**src/rtl/hilo_pkg.sv**
```systemverilog
// Shared types and constants for the HI/LO multiply/divide sequencer.
package hilo_pkg;

   typedef enum logic [1:0] {
      OP_MUL  = 2'b00,
      OP_DIV  = 2'b01,
      OP_MULU = 2'b10,
      OP_DIVU = 2'b11
   } op_e;

   typedef enum logic [2:0] {
      IDLE  = 3'd0,
      PREP  = 3'd1,
      RUN   = 3'd2,
      FIXUP = 3'd3,
      DONE  = 3'd4
   } state_e;

   // Widest operand the divide-by-zero constant can cover.
   localparam int unsigned MAX_DATA_WIDTH = 64;
   localparam logic [MAX_DATA_WIDTH-1:0] DIV0_LO = '1;

   function automatic logic is_div_op(input op_e op);
      return (op == OP_DIV) || (op == OP_DIVU);
   endfunction

endpackage

```
**src/rtl/hilo_muldiv_ctrl_addsub.sv**
```systemverilog
// W+1-bit adder/subtractor with carry-out, shared by the multiply
// accumulate step and the restoring-divide trial subtract.
module muldiv_addsub #(
   parameter int unsigned DATA_WIDTH = 32
) (
   input  logic [DATA_WIDTH:0] i_a,
   input  logic [DATA_WIDTH:0] i_b,
   input  logic                i_sub,
   output logic [DATA_WIDTH:0] o_sum,
   output logic                o_cout
);

   logic [DATA_WIDTH:0]   w_b_eff;
   logic [DATA_WIDTH+1:0] w_full;

   // Subtract as a + ~b + 1; carry-out high means a >= b.
   assign w_b_eff = i_sub ? ~i_b : i_b;
   assign w_full  = {1'b0, i_a} + {1'b0, w_b_eff} + {{(DATA_WIDTH+1){1'b0}}, i_sub};
   assign o_sum   = w_full[DATA_WIDTH:0];
   assign o_cout  = w_full[DATA_WIDTH+1];

endmodule

```
**src/rtl/hilo_muldiv_ctrl.sv**
```systemverilog
// Iterative radix-2 multiply / restoring divide feeding the HI/LO pair.
// HILO_MULDIV_UNSIGNED_EN enables MULU/DIVU; otherwise every op is signed.
//
// state | meaning
// IDLE  | waiting for start; latches op, a, b
// PREP  | forms magnitudes and result signs; catches divide by zero
// RUN   | one shift-add / trial-subtract iteration per cycle
// FIXUP | negates product, quotient or remainder as required
// DONE  | done / hilo_en pulse with hilo_d valid
module hilo_muldiv_ctrl
   import hilo_pkg::*;
#(
   parameter int unsigned DATA_WIDTH = 32
) (
   input  logic                    i_clock,
   input  logic                    i_clear,
   input  logic                    i_start,
   input  logic [1:0]              i_op,
   input  logic [DATA_WIDTH-1:0]   i_a,
   input  logic [DATA_WIDTH-1:0]   i_b,
   output logic                    o_busy,
   output logic                    o_done,
   output logic [2*DATA_WIDTH-1:0] o_hilo_d,
   output logic                    o_hilo_en
);

   localparam int unsigned W  = DATA_WIDTH;
   localparam int unsigned CW = $clog2(DATA_WIDTH) + 1;

   state_e          r_state;
   state_e          w_state_nxt;
   op_e             r_op;
   logic [W-1:0]    r_a;
   logic [W-1:0]    r_b;
   logic [W-1:0]    r_hi;
   logic [W-1:0]    r_lo;
   logic [W-1:0]    r_dsr;
   logic [CW-1:0]   r_cnt;
   logic            r_neg_q;
   logic            r_neg_r;
   logic [2*W-1:0]  r_hilo;

   logic            w_is_div;
   logic            w_signed;
   logic            w_a_neg;
   logic            w_b_neg;
   logic [W-1:0]    w_a_mag;
   logic [W-1:0]    w_b_mag;
   logic            w_b_zero;
   logic            w_div0;
   logic [W:0]      w_as_a;
   logic [W:0]      w_as_b;
   logic [W:0]      w_as_sum;
   logic            w_as_cout;
   logic [W:0]      w_div_shift;
   logic [2*W-1:0]  w_prod;
   logic [2*W-1:0]  w_prod_fix;
   logic [W-1:0]    w_quo_fix;
   logic [W-1:0]    w_rem_fix;
   logic [2*W-1:0]  w_result;

   assign w_is_div = is_div_op(r_op);

`ifdef HILO_MULDIV_UNSIGNED_EN
   assign w_signed = (r_op == OP_MUL) || (r_op == OP_DIV);
`else
   assign w_signed = 1'b1;
`endif

   assign w_a_neg  = w_signed & r_a[W-1];
   assign w_b_neg  = w_signed & r_b[W-1];
   // Magnitude of the most-negative value still fits as an unsigned W-bit number.
   assign w_a_mag  = w_a_neg ? -r_a : r_a;
   assign w_b_mag  = w_b_neg ? -r_b : r_b;
   assign w_b_zero = (r_b == '0);
   assign w_div0   = w_is_div & w_b_zero;

   assign w_div_shift = {r_hi, r_lo[W-1]};
   assign w_as_a      = w_is_div ? w_div_shift : {1'b0, r_hi};
   assign w_as_b      = {1'b0, r_dsr};

   muldiv_addsub #(
      .DATA_WIDTH (W)
   ) u_addsub (
      .i_a    (w_as_a),
      .i_b    (w_as_b),
      .i_sub  (w_is_div),
      .o_sum  (w_as_sum),
      .o_cout (w_as_cout)
   );

   assign w_prod     = {r_hi, r_lo};
   assign w_prod_fix = r_neg_q ? -w_prod : w_prod;
   assign w_quo_fix  = r_neg_q ? -r_lo : r_lo;
   assign w_rem_fix  = r_neg_r ? -r_hi : r_hi;
   assign w_result   = w_is_div ? {w_rem_fix, w_quo_fix} : w_prod_fix;

   always_ff @(posedge i_clock) begin
      if (!i_clear) begin
         r_state <= IDLE;
      end else begin
         r_state <= w_state_nxt;
      end
   end

   always_comb begin
      w_state_nxt = r_state;
      o_busy      = 1'b0;
      o_done      = 1'b0;
      o_hilo_en   = 1'b0;
      case (r_state)
         IDLE: begin
            if (i_start) begin
               w_state_nxt = PREP;
            end
         end
         PREP: begin
            o_busy      = 1'b1;
            w_state_nxt = w_div0 ? DONE : RUN;
         end
         RUN: begin
            o_busy = 1'b1;
            if (r_cnt == CW'(1)) begin
               w_state_nxt = FIXUP;
            end
         end
         FIXUP: begin
            o_busy      = 1'b1;
            w_state_nxt = DONE;
         end
         DONE: begin
            o_done      = 1'b1;
            o_hilo_en   = 1'b1;
            w_state_nxt = IDLE;
         end
         default: begin
            w_state_nxt = IDLE;
         end
      endcase
   end

   always_ff @(posedge i_clock) begin
      if (!i_clear) begin
         r_op    <= OP_MUL;
         r_a     <= '0;
         r_b     <= '0;
         r_hi    <= '0;
         r_lo    <= '0;
         r_dsr   <= '0;
         r_cnt   <= '0;
         r_neg_q <= 1'b0;
         r_neg_r <= 1'b0;
         r_hilo  <= '0;
      end else begin
         case (r_state)
            IDLE: begin
               if (i_start) begin
                  r_op <= op_e'(i_op);
                  r_a  <= i_a;
                  r_b  <= i_b;
               end
            end
            PREP: begin
               r_neg_q <= w_a_neg ^ w_b_neg;
               r_neg_r <= w_a_neg;
               r_hi    <= '0;
               r_cnt   <= CW'(W);
               if (w_is_div) begin
                  r_lo  <= w_a_mag;
                  r_dsr <= w_b_mag;
               end else begin
                  r_lo  <= w_b_mag;
                  r_dsr <= w_a_mag;
               end
               if (w_div0) begin
                  r_hilo <= {r_a, DIV0_LO[W-1:0]};
               end
            end
            RUN: begin
               r_cnt <= r_cnt - CW'(1);
               if (w_is_div) begin
                  // Dividend bits leave the top of LO as quotient bits enter the bottom.
                  r_hi <= w_as_cout ? w_as_sum[W-1:0] : w_div_shift[W-1:0];
                  r_lo <= {r_lo[W-2:0], w_as_cout};
               end else if (r_lo[0]) begin
                  r_hi <= w_as_sum[W:1];
                  r_lo <= {w_as_sum[0], r_lo[W-1:1]};
               end else begin
                  r_hi <= {1'b0, r_hi[W-1:1]};
                  r_lo <= {r_hi[0], r_lo[W-1:1]};
               end
            end
            FIXUP: begin
               r_hilo <= w_result;
            end
            default: begin
            end
         endcase
      end
   end

   assign o_hilo_d = r_hilo;

endmodule

```
**config.mk**
```make
export PLATFORM = sky130hd
export DESIGN_NAME = hilo_muldiv_ctrl
export DESIGN_NICKNAME = d
export VERILOG_FILES = /design/src/rtl/hilo_pkg.sv /design/src/rtl/hilo_muldiv_ctrl_addsub.sv /design/src/rtl/hilo_muldiv_ctrl.sv
export SDC_FILE = /design/constraint.sdc
export NUM_CORES = 1
export LEC_CHECK = 0
export ABC_CLOCK_PERIOD_IN_PS = 5000
export BUFFER_PORTS_ARGS = -buffer_cell sky130_fd_sc_hd__buf_2
export CORE_MARGIN = 4
export CORE_UTILIZATION = 40
export DETAILED_ROUTE_END_ITERATION = 12
export GPL_TIMING_DRIVEN = 0
export PLACE_DENSITY = 0.67
export SLEW_MARGIN = 15
export SYNTH_ARGS = -nofsm -noshare
export SYNTH_HDL_FRONTEND = slang
export SYNTH_SLANG_ARGS = --single-unit
```
**constraint.sdc**
```tcl
create_clock -name i_clock -period 5 [get_ports i_clock]
set_input_delay 0.5 -clock i_clock [delete_from_list [all_inputs] [get_ports i_clock]]
set_output_delay 0.5 -clock i_clock [all_outputs]
set_load 0.02 [all_outputs]
```
Word level (Yosys, flattened, before mapping):

Cells that the tools add are included.

* $add $sub $neg: 8
* multipliers: 0
* div/mod/pow operators: 0
* magnitude comparators: 0
* equality and inequality tests: 10
* shift operators: 0
* mux-type cells: 26
* bitwise logic cells: 3
* reductions and logical operators: 9

Operators with widths (number)
* 32-bit 2-to-1 mux: 11
* 64-bit 2-to-1 mux: 3
* 32-bit negation: 4
* 32-bit case mux with 2 select lines: 2
* 64-bit case mux with 2 select lines: 1
* 33-bit 2-to-1 mux: 2
* 64-bit negation: 1
* 33-bit by 33-bit adder with 34-bit output: 1
* 34-bit by 1-bit adder with 34-bit output: 1
* 32-bit inverter with 33-bit output: 1
* 32-bit logical NOT: 1
* 3-bit case mux with 4 select lines: 1
* 6-bit case mux with 2 select lines: 1
* 3-bit 2-to-1 mux: 3
* 3-bit by 2-bit equality test with 1-bit output (second input constant): 2
* 6-bit by 1-bit equality test with 1-bit output (second input constant): 1
* 2-bit != test (second input constant): 3
* 2-bit AND reduction: 3
* 6-bit by 1-bit subtractor with 6-bit output (second input constant): 1
* 2-bit nonzero test: 2
* 3-bit by 1-bit equality test with 1-bit output (second input constant): 1
* 3-bit equality test (second input constant): 1
* 3-bit logical NOT: 1
* 3-bit OR reduction: 1
* other kinds (6): 7

* register bits after elaboration: 237
* bits in latches: 0
* memory bits (writable): 0
* ROM bits: 0
* input port bits: 69
* output and inout port bits: 67
* logic and storage cells: 67
* memories kept: 0

Longest topological paths before layout:

Gate-level depths: netlist of the first run.

* depth after elaboration: 8
* depth in mapped cells: 18
* mapped depth without buffers: 12

Modules after synthesis:

Synthesis of the first run repeated with hierarchy kept, for this count alone.

* cell total of the unflattened synthesis: 2071
* area, all modules: 15981.6 um2

By module, submodules not included
* hilo_muldiv_ctrl: times used 1, cells an instance 1766, area each 13743.2 um2, sequential area each 4724.5 um2
* muldiv_addsub: times used 1, cells an instance 305, area each 2238.4 um2, sequential area each 0.0 um2

Worst setup path before layout of the first run:

OpenSTA, ideal clock, no wires.

* path kind: reg2reg
* from: register r_op[0]
* to: register r_hi[22]
* library setup time: 0.070 ns
* arrival time: 4.379 ns
* required time: 4.930 ns
* path slack: 0.550 ns
* cell stages (with the launch flop): 17
* path buffers: 5
* cells stage by stage: dfxtp_1 clkbuf_1 buf_1 clkbuf_1 buf_1 o21ai_0 ha_1 nand2_1 o31ai_1 a21oi_1 o41ai_1 a31oi_1 o21ai_0 clkbuf_1 nor3_1 or3_1 a21oi_1

* cells in the longest elaborated chain, start to end: 8
* elaborated cells between the ends (all ways): 11
* classes of those cells: add/sub: 2; eq/ne: 2; mux: 6; reduce/logical: 1

RTL lines
* from (decl): RTL line hilo_muldiv_ctrl.sv:32 `op_e r_op;`
* from (signal assigned): RTL line hilo_muldiv_ctrl.sv:158 `r_op <= op_e'(i_op);`
* 2-bit by 1-bit equality test with 1-bit output / 2-bit equality test (equally long branches): RTL line hilo_pkg.sv:24 `return (op == OP_DIV) || (op == OP_DIVU);`
* 1-bit logical OR *: RTL line hilo_pkg.sv:24
* 33-bit 2-to-1 mux, on equally long branches: RTL line hilo_muldiv_ctrl.sv:79, hilo_muldiv_ctrl_addsub.sv:17
* 33-bit by 33-bit adder with 34-bit output: RTL line hilo_muldiv_ctrl_addsub.sv:18 `assign w_full = {1'b0, i_a} + {1'b0, w_b_eff} + {{(DATA_WIDTH+1){1'b0}}, i_sub};`
* 34-bit by 1-bit adder with 34-bit output: RTL line hilo_muldiv_ctrl_addsub.sv:18
* 32-bit 2-to-1 mux, on equally long branches: RTL line hilo_muldiv_ctrl.sv:185, hilo_muldiv_ctrl.sv:183
* 32-bit 2-to-1 mux *: RTL line hilo_muldiv_ctrl.sv:181 `if (w_is_div) begin`
* 32-bit case mux with 2 select lines *: RTL line hilo_muldiv_ctrl.sv:155 `case (r_state)`
* to (signal assigned): RTL line hilo_muldiv_ctrl.sv:183 `r_hi <= w_as_cout ? w_as_sum[W-1:0] : w_div_shift[W-1:0];`
* to (signal assigned): RTL line hilo_muldiv_ctrl.sv:186 `r_hi <= w_as_sum[W:1];`
* to (signal assigned): RTL line hilo_muldiv_ctrl.sv:189 `r_hi <= {1'b0, r_hi[W-1:1]};`
* to (decl): RTL line hilo_muldiv_ctrl.sv:35 `logic [W-1:0] r_hi;`

Every way passes the cells marked *; elsewhere a longest branch is shown, timed or not.
A chain may end at the register's enable or synchronous reset.

Final worst setup path of the first run:

Ends and elaborated chain as after synthesis.

==> metrics.md, run 1 <==
| Metric | Value |
|---|---|
| Synth Warn # | 0 |
| Largest area contributor in the netlist | dfxtp_1 |
| First-pass GRT wire length | 107,000 um |
| Mean Syn Cell Area | 7.50 um^2 |
| Area delta synth->final | 15.2% |
| Number of max-cap violations | 0 |
| Starting Density | 0.407 |
| Period utilization | 0.966 |
| Pwr Density | 312 mW/mm^2 |
| Static Leak | 7.31 nW |
| Syn nets | 2,219 |
| Multi-input logic area | 0.0104 mm^2 |
| Slew HR | 0.303 |
| Synth Register Bits | 236 |
| Initial antenna violation count | 1 |
| Finish-stage setup viols | 0 |
| Synth async-reset ratio | 0 |
| Final #Nets | 2,382 |
| Most frequent cells after synthesis | nand2_1, dfxtp_1, a21oi_1, nor2_1, clkbuf_1 |
| Crit start category | flop |
| Syn Inst Count | 2,112 |
| Nature of the critical path endpoint | flop |
| CTS Buf Count | 28 |
| Hpwl dp | 58,000 um |
| I/O pin total | 136 |
| Vias per inst | 6.16 |
| Wire length per cell | 26.0 um |
| Die Width | 207 um |
| CP Launch Point | r_op[0] |
| Worst setup path class | reg -> reg |
| Pins over their slew limit | 0 |
| Grt ovf | 0 |
| Wire length on met1 | 29,500 um |
| Sequential share of the synthesized area | 0.298 |
| Die Span Y | 207 um |
| Worst Hold Class | in -> reg |
| Fin worst setup slack | 170 ps |
| VDD IR max | 0.337 mV |
| Fin. Hold Viols | 0 |
| Worst EP required | 5490 ps |
| Status | complete, no violations |
| Htree depth | 1 |
| Placement Setup Slack | -2180 ps |
| Filler cells | 4,000 |
| Standard-cell rows | 72 |
| # DRC | 0 |
| Mapped cell area | 0.0158 mm^2 |
| Routed met2 length | 32,400 um |
| Met3 wire length | 6930 um |
| Fin crit period | 4830 ps |
| Worst hold start | i_b[22] |
| R2R Path Start | r_op[0] |
| Crit-path max FO | 10 |
| Clk_lat worst skew | 600 ps |
| RSZ-0062 raised after global routing | false |
| Root buffer cell | clkbuf_16 |
| Vias in the first global route | 16,453 |
| Final WL | 73,100 um |
| Most common cell in the netlist | nand2_1 |
| Share of post-route cells with drive strength above 1 | 0.126 |
| Synth top area share | 0.298 |
| Core Footprint | 0.0389 mm^2 |
| Port bufs | 134 |
| Worst-path clk slew | 70 ps |
| Final ANT Viol Nets | 0 |
| Max layer used | met5 |
| Die area | 0.0429 mm^2 |
| Primary FF master, synth | dfxtp_1 |
| Storage cell area | 0.00473 mm^2 |
| Placer Congestion | 1.02 |
| DR pass1 iterations | 5 |
| Fmax | 0.207 GHz |
| Largest buffer count on any clock path | 3 |
| Via count | 17,360 |
| GRT Total Usage | 0.323 |
| Crit path DAT | 5320 ps |
| DR iter-0 viols | 1,950 |
| Post-synth cell types | 70 |
| Clock sinks | 236 |
| Max Clock Skew | 42.0 ps |
| Largest net degree at the start of global routing | 20 |
| Synth area leaders | dfxtp_1, nand2_1, a21oi_1, xor2_1, o21ai_0 |
| CTS tree | built |
| Core Util, Final | 0.469 |
| Final Power | 5.70 mW |
| Worst Tran Pin Value | 1040 ps |
| EDFF count, synth | 0 |
kinds of logic after synthesis:
kind of cell	share of synthesized area
simple gates	0.202
buf+inv	0.0510
xor+xnor	0.0973
mux	0.0657
flops	0.298
compound gates	0.255
fa+ha+maj	0.0305
timing repair:
action	in CTS	in global routing
setup buffers	0	0
hold buffers	0	0
gates resized for setup	29	13
endpoints found under the setup margin	33	32
gates cloned	0	0
path summary, 6_finish.rpt:
kind	cells past startpoint	slack [ps]	endpoint
min	3	130	r_b[22]
max	16	170	r_hi[22]
min reg2reg	2	470	r_dsr[7]
max reg2reg	16	170	r_hi[22]
metrics by stage:
step	hold WS, ps	setup TNS (ps)	std cells	cell area (um^2)
2_1_floorplan	442	0	2112	15800
3_3_place_gp	455	-65460	2764	17200
3_5_place_dp	459	-64480	2765	17200
4_1_cts	124	0	2816	18200
5_1_grt	132	0	2815	18300
6_report	130	0	2816	18300
flip-flops by register name, indices dropped and copies added, names as in the netlist:
signal    flops
r_cnt         6
r_dsr        32
r_op          1
r_lo         32
r_neg_q       1
r_b          32
o_hilo_d     64
r_state       3
r_hi         32
r_neg_r       1
r_a          32
worst max-delay path, cell delays in order, from the launching register on:
cell      delay [ps]
dfxtp_4          440
clkbuf_4         250
buf_4            250
buf_4            280
buf_2            320
o21ai_0          190
ha_1             310
nand2_1           70
o31ai_2          350
a21oi_1          190
o41ai_4          590
a31oi_4          210
o21ai_0          320
clkbuf_2         330
nor3_1            80
or3_1            380
a21oi_1          130
cells in the final DEF, fill, tap and decap left out, drive strengths merged, types with 6 or more instances in the layout:
cell      instances
nand2           330
dfxtp           236
a21oi           223
clkbuf          186
buf             164
nor2            160
o21ai           146
xor2            106
xnor2            70
mux2i            59
a211oi           58
o31ai            42
nor3             42
mux2             40
ha               37
nand3            31
or4              25
or3              23
o22ai            22
inv              22
o211ai           18
a21o             18
o221ai           18
o41ai            18
nor4             17
and2             16
nor2b            14
or2              13
nand4            13
a31oi            13
clkinv           10
and3              9
nand2b            8
o21a              8
a22oi             6
clkinvlp          6
a221oi            6
report_power, final:
part	internal, mW	total [mW]	switching (mW)
Combinational	0.443	1.45	1.01
Sequential	1.97	2.09	0.123
Clock	1.22	2.16	0.940
Total	3.63	5.70	2.07
cell type report:
class                           instances  share of cell area
Tap cell                              518              0.0355
Inverter                               22             0.00452
Clock buffer                           34              0.0424
Clock inverter                         18              0.0107
Timing Repair Buffer                  135              0.0372
Antenna cell                            1            0.000137
Multi-Input combinational cell       1671               0.569
Buffer                                181              0.0416
Sequential cell                       236               0.259
metal layers:
metal,vias to the layer above,track usage
met5,-,0
met4,2,0.152
met3,224,0.0744
met2,937,0.515
met1,8287,0.414
li1,7910,-
(Power assumes the default switching activity.)
==> run 2, diff against run 1 <==
--- a/config.mk
+++ b/config.mk
@@ -11,6 +11,7 @@
 export CORE_UTILIZATION = 40
 export DETAILED_ROUTE_END_ITERATION = 12
 export GPL_TIMING_DRIVEN = 0
+export MAX_ROUTING_LAYER = met4
 export PLACE_DENSITY = 0.67
 export SLEW_MARGIN = 15
 export SYNTH_ARGS = -nofsm -noshare
==> run 2 against run 1 <==
Worst hold slack improved by 23 ps; cell count did not move; first-iteration DRC count rose by 1.7%; combinational power barely moved; routed wire length rose by 0.65%; register-to-register slack barely moved; count of clock-buffer cells in the layout rose by 5; sequential share of layout area barely moved; fmax barely moved; core utilization barely moved; critical endpoint is now r_lo[0]; largest cell class unchanged; largest power group unchanged.
==> metrics.md, run 2 (synthesis gave the netlist of run 1 again) <==
| Metric | Value |
|---|---|
| Static Leak | 7.33 nW (+0.29%) |
| DR iter-0 viols | 1,984 (+1.7%) |
| Fin crit period | 4830 ps (+0.150 ps) |
| Critical-path cell list | clkbuf_4, buf_4, buf_4, clkbuf_4, xor2_2, ha_1, clkbuf_1, or3_1, o21ai_0, a41oi_1, a21o_1, a31oi_4, o21a_1, clkbuf_4, clkbuf_4, a21oi_1, a221oi_1, nor2_1 |
| Crit path depth | 18 (+2) |
| Starting Density | 0.407 (unchanged) |
| Vias in the first global route | 16,264 (-1.1%) |
| Clk_lat worst skew | 580 ps (-20 ps) |
| Crit-path max FO | 10 (unchanged) |
| Critical path endpoint | r_lo[0] |
| GRT Total Usage | 0.332 (+0.00933) |
| Die Span Y | 207 um (unchanged) |
| R2R Path Start | r_op[0] |
| Wire length per cell | 26.1 um (+0.65%) |
| Pwr Density | 313 mW/mm^2 (+0.27%) |
| CP Launch Point | r_op[0] |
| Grt ovf | 0 (unchanged) |
| Cell depth of the worst flop-to-flop path | 18 (+2) |
| Commonest non-fill, non-tap cells in the layout | nand2_1, dfxtp_1, a21oi_1 |
| Root buffer cell | clkbuf_16 |
| Crit path DAT | 5250 ps (-70 ps) |
| Largest buffer count on any clock path | 3 (unchanged) |
| Filler cells | 4,032 (+0.80%) |
| Multi-input logic area | 0.0104 mm^2 (about the same) |
| First-pass GRT wire length | 107,000 um (-0.59%) |
| Via count | 17,287 (-0.42%) |
| Max reg flops | 64 (unchanged) |
| Finish-stage setup viols | 0 (unchanged) |
| Worst path max stage delay | 510 ps (-80 ps) |
| Worst Tran Pin Value | 1180 ps (+147 ps) |
| Die Width | 207 um (unchanged) |
| Placement Setup Slack | -2090 ps (+91.0 ps) |
| Status | complete, no violations |
| Clock sinks | 236 (unchanged) |
| Vias per inst | 6.14 (-0.42%) |
| Worst reg2reg endpoint | r_lo[0] |
| Pins over their slew limit | 0 (unchanged) |
| Core Footprint | 0.0389 mm^2 (unchanged) |
| Antenna cells | 0 (-1) |
| Final #Nets | 2,385 (+0.13%) |
| Htree depth | 1 (unchanged) |
| DR pass1 iterations | 8 (+3) |
| Fin worst setup slack | 170 ps (-0.150 ps) |
| Final WL | 73,600 um (+0.65%) |
| Period utilization | 0.966 (about the same) |
| RSZ-0062 raised after global routing | false |
| Die area | 0.0429 mm^2 (unchanged) |
| Final ANT Viol Nets | 0 (unchanged) |
| Worst Path Buf+Inv | 7 (+2) |
| Worst Hold Class | in -> reg |
| I/O pin total | 136 (unchanged) |
| Fmax | 0.207 GHz (about the same) |
| Storage cell area | 0.00473 mm^2 (about the same) |
| Slowest CP cell | dfxtp_2 |
| Share of post-route cells with drive strength above 1 | 0.125 (-0.00136) |
| Worst-path clk slew | 60 ps (about the same) |
| Area delta synth->final | 15.2% (about the same) |
| Hpwl dp | 58,700 um (+1.1%) |
| Fin. Hold Viols | 0 (unchanged) |
| Kind of cell adding the most delay to the critical path | buffers and inverters |
| Worst EP required | 5420 ps (-70 ps) |
| CTS Buf Count | 29 (+3.6%) |
| Setup TNS Final | 0 ps (unchanged) |
| Max Clock Skew | 22.5 ps (-19.6 ps) |
| Worst setup path class | reg -> reg |
| Initial antenna violation count | 1 (unchanged) |
| Standard-cell rows | 72 (unchanged) |
| Number of max-cap violations | 0 (unchanged) |
| # DRC | 0 (unchanged) |
| Crit start category | flop |
| VDD IR max | 0.270 mV (-20%) |
| Slew HR | 0.204 (-0.0990) |
| Nature of the critical path endpoint | flop |
| Port bufs | 134 (unchanged) |
| Placer Congestion | 1.01 (-1.0%) |
| CTS Hold Buffers Added | 0 (unchanged) |
| Most common cell after layout, fill and taps aside | nand2_1 |
| Cell mode on critical path | clkbuf_4 |
| CTS tree | built |
| Worst reg2reg setup slack | 170 ps (about the same) |
| Largest net degree at the start of global routing | 16 (-20%) |
-- run 2: cell count changes in the layout (fill, tap and decap cells not counted), moves of 2 or more --
cell,before,now
buf_4,6,8
clkinvlp_4,6,2
clkbuf_1,139,142
clkbuf_8,5,7
clkinv_4,3,1
-- run 2: worst min-delay path by stage --
stage	start	to	slack, ps	cells past startpoint
global placement	r_dsr[24]	r_dsr[24]	470	2
CTS	i_b[29]	r_b[29]	130	3
global route	i_b[26]	r_b[26]	150	3
floorplan	r_dsr[28]	r_dsr[28]	440	2
detailed placement	r_dsr[24]	r_dsr[24]	470	2
finish	i_b[23]	r_b[23]	150	3
-- run 2: final cells by class --
| class | count | share of cell area |
|---|---|---|
| multi-input cells | 1671 | 0.568 |
| clock inverters | 12 | 0.00774 |
| repair buffers | 136 | 0.0375 |
| clock buffers | 39 | 0.0456 |
| flip-flops and latches | 236 | 0.259 |
| plain buffers | 182 | 0.0419 |
| well taps | 518 | 0.0355 |
| inverters | 22 | 0.00452 |
-- run 2: worst reg2reg max path, stage by stage, from the launching register on --
cell      delay, ps
dfxtp_2         510
clkbuf_4        310
buf_4           250
buf_4           280
clkbuf_4        300
xor2_2          220
ha_1            260
clkbuf_1        250
or3_1           420
o21ai_0         100
a41oi_1         110
a21o_1          240
a31oi_4         240
o21a_1          240
clkbuf_4        260
clkbuf_4        270
a21oi_1         110
a221oi_1        250
nor2_1           60
-- run 2: repair_timing --
item                       4_1_cts  5_1_grt
resized for setup               30       11
pin swaps                        0        2
setup endpoints to repair       33       31
buffers inserted                 0        1
-- run 2: per-layer routing --
| metal | share of wire | wire, um | track usage | vias to the layer above |
|---|---|---|---|---|
| met1 | 0.42 | 30600 | 0.427 | 8227 |
| met3 | 0.082 | 6030 | 0.0513 | 200 |
| met2 | 0.45 | 33500 | 0.527 | 951 |
| met4 | 0.047 | 3450 | 0.129 | 0 |
| met5 | 0 | 0 | - | - |
| li1 | - | - | - | 7909 |
-- run 2: through the flow --
step	power (mW)	cell area [um^2]	hold slack (ps)	cells	util
4_1_cts	5.68	18200	133	2816	0.468
5_1_grt	5.90	18300	146	2816	0.469
3_5_place_dp	3.54	17200	467	2765	0.441
2_1_floorplan	2.98	15800	442	2112	-
6_report	5.72	18300	153	2816	0.469
3_3_place_gp	3.53	17200	466	2764	0.441
-- run 2: where the power goes --
group,internal [mW],switching [mW],total (mW)
combinational,0.445,1.02,1.46
clock,1.27,0.886,2.16
sequential,1.97,0.127,2.10
